==> config.mk <==
export PLATFORM = sky130hd
export DESIGN_NAME = dma_desc_sched
export DESIGN_NICKNAME = d
export VERILOG_FILES = /design/src/rtl/dma_desc_sched.sv
export SDC_FILE = /design/constraint.sdc
export NUM_CORES = 1
export LEC_CHECK = 0
export CAP_MARGIN = 20
export CORE_MARGIN = 3
export CORE_UTILIZATION = 47
export CTS_CLUSTER_SIZE = 28
export DETAILED_ROUTE_END_ITERATION = 8
export PLACE_DENSITY = 0.76
export SLEW_MARGIN = 15
export SYNTH_ARGS = -nofsm -noshare
export SYNTH_HDL_FRONTEND = slang
export SYNTH_SLANG_ARGS = --single-unit
==> constraint.sdc <==
create_clock -name clk -period 1.78 [get_ports clk]
set_input_delay 0.356 -clock clk [delete_from_list [all_inputs] [get_ports clk]]
set_output_delay 0.356 -clock clk [all_outputs]
set_load 0.05 [all_outputs]
==> src/rtl/dma_desc_sched.sv <==
// Descriptor scheduler: snapshots runnable descriptors on go, issues them lowest index first,
// and waits for each completion. Optional cycle counter under DMA_SCHED_PERF_EN.
module dma_desc_sched #(
    parameter int NUM_DESC = 2,
    parameter int IDX_W    = (NUM_DESC > 1) ? $clog2(NUM_DESC) : 1
) (
    input  logic                clk,
    input  logic                rst,
    input  logic                go_i,
    input  logic                abort_i,
    input  logic [NUM_DESC-1:0] desc_en_i,
    input  logic [NUM_DESC-1:0] desc_zero_i,
    output logic                desc_valid_o,
    output logic [IDX_W-1:0]    desc_sel_o,
    input  logic                desc_ready_i,
    input  logic                desc_done_i,
    input  logic                desc_err_i,
    output logic                busy_o,
    output logic                done_o,
    output logic                error_o,
    output logic [IDX_W-1:0]    err_idx_o
`ifdef DMA_SCHED_PERF_EN
    ,
    output logic [31:0]         perf_cycles_o
`endif
);

    typedef enum logic [2:0] {
        ST_IDLE  = 3'd0,
        ST_SCAN  = 3'd1,
        ST_ISSUE = 3'd2,
        ST_WAIT  = 3'd3,
        ST_DONE  = 3'd4
    } state_t;

    state_t                state_r;
    state_t                state_nxt_s;
    logic [NUM_DESC-1:0]   pending_r;
    logic [NUM_DESC-1:0]   pending_nxt_s;
    logic [NUM_DESC-1:0]   snap_s;
    logic [NUM_DESC-1:0]   sel_mask_s;
    logic [IDX_W-1:0]      sel_r;
    logic [IDX_W-1:0]      sel_nxt_s;
    logic [IDX_W-1:0]      err_idx_r;
    logic [IDX_W-1:0]      err_idx_nxt_s;
    logic                  error_r;
    logic                  error_nxt_s;
    logic                  abort_r;
    logic                  abort_nxt_s;
    logic                  go_q_r;
    logic                  start_s;
    logic                  desc_valid_r;
    logic                  busy_r;
    logic                  done_r;

    function automatic logic [IDX_W-1:0] lowest_idx(input logic [NUM_DESC-1:0] mask);
        logic [IDX_W-1:0] idx;
        idx = '0;
        for (int i = NUM_DESC - 1; i >= 0; i--) begin
            if (mask[i]) begin
                idx = IDX_W'(i);
            end else begin
                idx = idx;
            end
        end
        return idx;
    endfunction

    assign start_s    = go_i & ~go_q_r & (state_r == ST_IDLE);
    assign snap_s     = desc_en_i & ~desc_zero_i;
    assign sel_mask_s = NUM_DESC'(1'b1) << sel_r;

    // Next-state and next-datapath decode for the run sequencer
    always_comb begin
        state_nxt_s   = state_r;
        pending_nxt_s = pending_r;
        sel_nxt_s     = sel_r;
        error_nxt_s   = error_r;
        err_idx_nxt_s = err_idx_r;
        abort_nxt_s   = abort_r;
        case (state_r)
            ST_IDLE: begin
                if (start_s) begin
                    pending_nxt_s = snap_s;
                    error_nxt_s   = 1'b0;
                    err_idx_nxt_s = '0;
                    if (snap_s == '0) begin
                        state_nxt_s = ST_DONE;
                    end else begin
                        state_nxt_s = ST_SCAN;
                    end
                end else begin
                    state_nxt_s = ST_IDLE;
                end
            end
            ST_SCAN: begin
                sel_nxt_s   = lowest_idx(pending_r);
                state_nxt_s = ST_ISSUE;
            end
            ST_ISSUE: begin
                // A handshake takes priority over a same-cycle abort; the abort is remembered
                if (desc_ready_i) begin
                    abort_nxt_s = abort_r | abort_i;
                    state_nxt_s = ST_WAIT;
                end else if (abort_i) begin
                    state_nxt_s = ST_DONE;
                end else begin
                    state_nxt_s = ST_ISSUE;
                end
            end
            ST_WAIT: begin
                abort_nxt_s = abort_r | abort_i;
                if (desc_done_i) begin
                    pending_nxt_s = pending_r & ~sel_mask_s;
                    if (desc_err_i && !error_r) begin
                        error_nxt_s   = 1'b1;
                        err_idx_nxt_s = sel_r;
                    end else begin
                        error_nxt_s   = error_r;
                    end
                    if (abort_r || abort_i || desc_err_i || (pending_nxt_s == '0)) begin
                        state_nxt_s = ST_DONE;
                    end else begin
                        state_nxt_s = ST_SCAN;
                    end
                end else begin
                    state_nxt_s = ST_WAIT;
                end
            end
            ST_DONE: begin
                abort_nxt_s = 1'b0;
                if (!go_i) begin
                    state_nxt_s = ST_IDLE;
                end else begin
                    state_nxt_s = ST_DONE;
                end
            end
            default: begin
                state_nxt_s   = ST_IDLE;
                pending_nxt_s = '0;
                abort_nxt_s   = 1'b0;
            end
        endcase
    end

    // State register
    always_ff @(posedge clk) begin
        if (rst) begin
            state_r <= ST_IDLE;
        end else begin
            state_r <= state_nxt_s;
        end
    end

    // Datapath and registered outputs, decoded from the upcoming state
    always_ff @(posedge clk) begin
        if (rst) begin
            pending_r    <= '0;
            sel_r        <= '0;
            error_r      <= 1'b0;
            err_idx_r    <= '0;
            abort_r      <= 1'b0;
            go_q_r       <= 1'b0;
            desc_valid_r <= 1'b0;
            busy_r       <= 1'b0;
            done_r       <= 1'b0;
        end else begin
            pending_r    <= pending_nxt_s;
            sel_r        <= sel_nxt_s;
            error_r      <= error_nxt_s;
            err_idx_r    <= err_idx_nxt_s;
            abort_r      <= abort_nxt_s;
            go_q_r       <= go_i;
            desc_valid_r <= (state_nxt_s == ST_ISSUE);
            busy_r       <= (state_nxt_s == ST_SCAN) || (state_nxt_s == ST_ISSUE) ||
                            (state_nxt_s == ST_WAIT);
            done_r       <= (state_nxt_s == ST_DONE);
        end
    end

    assign desc_valid_o = desc_valid_r;
    assign desc_sel_o   = sel_r;
    assign busy_o       = busy_r;
    assign done_o       = done_r;
    assign error_o      = error_r;
    assign err_idx_o    = err_idx_r;

`ifdef DMA_SCHED_PERF_EN
    logic [31:0] perf_r;

    // Saturating count of busy cycles for the current run
    always_ff @(posedge clk) begin
        if (rst) begin
            perf_r <= 32'd0;
        end else if (start_s) begin
            perf_r <= 32'd0;
        end else if (busy_r && (perf_r != 32'hFFFF_FFFF)) begin
            perf_r <= perf_r + 32'd1;
        end else begin
            perf_r <= perf_r;
        end
    end

    assign perf_cycles_o = perf_r;
`endif

endmodule

==> metrics.md <==
| Metric | Value |
|---|---|
| Status | `finished, final reports clean` |
| Clock skew | `0.000797 ns` |
| Hold buffer count at CTS | `0` |
| Clk root buf | `clkbuf_4` |
| Worst slew pin tran | `0.438 ns` |
| CTS Buf Count | `3` |
| Buffers on Ports | `16` |
| Max clock buf depth | `2` |
| Wirelength per Cell | `13.5 um` |
| Final nets | `107` |
| Leak Pwr | `0.322 nW` |
| Die area | `2000 um2` |
| WHS Endpoint | `err_idx_o` |
| Rows | `13` |
| Detailed Route WL | `1.49 mm` |
| CP endpoint kind | `flop` |
| Mapped Nets | `86` |
| Final hold slack | `0.494 ns` |
| ANT nets after route | `0` |
| Syn_area_per_cell | `9.39 um2` |
| H-tree Lvls | `1` |
| PwrDens | `710 nW/um2` |
| Die height | `44.7 um` |
| Dpl cells | `106` |
| Io pins | `17` |
| Routed vias/inst | `5.77` |
| Post-cts resize count | `0` |
| Wire length of the first global-routing pass | `2.35 mm` |
| Drc violations | `0` |
| Clock power share | `28.5%` |
| DPL Wire Length | `1.11 mm` |
| RSZ-0062 raised after global routing | `false` |
| Postcts setup bufs | `0` |
| All-layer global routing usage | `15.9%` |
| CTS tree | `built` |
| Syn Std Cell Area | `704 um2` |
| Via count | `635` |
| Initial antenna violation count | `0` |
| Final worst slack | `0.164 ns` |
| Initial DRC Count | `8` |
| Largest registers | `state_r x3, pending_r x2` |
| CP Max Fanout | `5` |
| Post-synth top area cell | `dfxtp_1` |
| P&R area growth vs syn | `25.2%` |
| Clk sinks | `13` |
| Slew HR | `70.8%` |
| Most common cell after layout, fill and taps aside | `dfxtp_1` |
| Distinct cells, synth | `36` |
| Logic pwr share | `20.6%` |
| Fillers | `120` |
| Achievable Freq | `619 MHz` |
| Gr ovfl total | `0` |
| Max-cap violations | `0` |
| Seq cells post-synth | `13` |
| R2R Path Start | `state_r[1]` |
| Reg area | `260 um2` |
| Highest-count cells in the layout ignoring fill and taps | `13 x dfxtp_1, 10 x clkdlybuf4s50_1, 10 x buf_4, 7 x a21oi_1` |
| Sum Neg Setup Slack | `0 ns` |
| Pre-antenna DRT Iters | `4` |
| FF-to-FF End | `error_o` |
| Final setup fails | `0` |
| Worst-path clk slew | `0.07 ns` |
| Reg2reg path depth | `4` |
| Worst Hold Depth | `2` |
| Place WS | `-0.0959 ns` |
| Area fraction of the dominant cell type after synthesis | `36.9%` |
| Hold Vio Cnt, Final | `0` |
| Min Tclk post-route | `1.62 ns` |
| Crit path DAT | `1.82 ns` |
| Area contributors post-synth | `dfxtp_1 37%, nand3b_1 5.3%, a21oi_1 5.0%` |
| Worst Path Required | `1.99 ns` |
| Fin util | `65.3%` |
| Sequential area share after synthesis | `36.9%` |
| Min-delay worst type | `flop to flop` |
| Routability cong. | `0.801` |
| VDD IR-drop max | `0.480 mV` |
| Share of cells above drive strength 1 | `23.2%` |
| Initial Util | `52.2%` |
| Crit path kind | `input port to flop` |
| CP Launch Type | `input port` |
| Vias in the first global route | `561` |
| Net Sw Frac | `27.0%` |
| Yosys Warn Count | `0` |
| Psw | `0.169 mW` |
| Final period util | `90.8%` |
| Max reg flops | `3` |
| Reg with most FFs | `state_r` |
| Multi-input gate area | `394 um2` |
| Reg2reg setup slack | `0.20 ns` |
| Clk Latency, worst-skew pair | `0.27 ns` |
| Diode count | `0` |
| Min-delay src | `err_idx_o` |
| Post-synthesis instance total | `75` |
| Core area | `1350 um2` |
| Int Power | `0.457 mW` |
| Non-Filler Instances | `110` |
| Reg power frac | `50.9%` |
| Die width | `44.7 um` |
| Pin count of the biggest net entering global routing | `13` |
| Max-slew violation count | `0` |
==> per-stage QoR <==
step / area, um2 / power (mW)
6_report: 882 / 0.626
5_1_grt: 882 / 0.659
4_1_cts: 882 / 0.629
3_5_place_dp: 856 / 0.454
3_3_place_gp: 856 / 0.451
2_1_floorplan: 704 / 0.406
==> power groups by stage <==
stage | Clock [mW] | Sequential, mW | Combinational [mW]
floorplan | 0 | 0.332 | 0.0739
global placement | 0 | 0.324 | 0.126
detailed placement | 0 | 0.325 | 0.129
CTS | 0.181 | 0.318 | 0.130
global route | 0.200 | 0.321 | 0.138
finish | 0.179 | 0.318 | 0.129
==> layer usage <==
layer	vias to the layer above	share of wire (%)	GRT usage [%]
li1	317	-	-
met1	299	48	18.2
met2	15	45	27.8
met3	4	4.7	3.59
met4	0	1.4	7.23
met5	-	0	0
==> synth_stat cells <==
cell and count:
nor2b_1 3, o211ai_1 1, inv_1 2, o21ai_0 4, or3b_2 1, nor4_1 1, a21o_1 1, dfxtp_1 13
o41ai_2 1, dlymetal6s2s_1 1, nand2_1 4, nor2_1 5, a21oi_1 7, nor3b_1 1, buf_4 1, or3_1 1
and3b_4 1, a221oi_1 1, mux2i_1 1, a31oi_1 1, a2bb2oi_1 1, a211oi_1 1, and2_2 1, nor3_1 2
a221o_2 1, buf_6 2, a21o_2 1, nand4bb_1 1, or2_2 1, nor4b_4 1, a32oi_2 1, and2_1 1
nand2b_1 3, nand4_1 1, nand3b_1 5, nand4b_1 1
==> how the worst max path moves through the flow <==
| stage | endpoint | startpoint | slack, ns | cells after the start |
|---|---|---|---|---|
| detailed placement | error_o | go_i | -0.1 | 5 |
| floorplan | desc_valid_o | desc_sel_o | 0.14 | 4 |
| CTS | error_o | go_i | 0.18 | 5 |
| global placement | error_o | go_i | -0.03 | 5 |
| global route | error_o | state_r[1] | 0.1 | 4 |
| finish | error_o | go_i | 0.16 | 5 |
==> final cells by class <==
cell class | instances | share of cell area [%]
sequential | 13 | 29.5
inverter | 2 | 0.851
multi-input combinational | 56 | 44.7
clock buffer | 4 | 2.98
timing repair buffer | 20 | 19.9
tap | 15 | 2.13
==> kinds of logic after synthesis <==
group / synth area share (%)
AND/OR/NAND/NOR: 32.7
buffers and inverters: 7.11
multiplexers: 1.42
flip-flops: 36.9
AO/OA/AOI/OAI: 21.9
==> worst max-delay path, stage by stage <==
cell and delay (ns):
clkdlybuf4s50_1 0.52, nor4b_4 0.34, a32oi_2 0.12, or3_1 0.37
a21oi_1 0.12
Power figures use the tool's default switching activity.
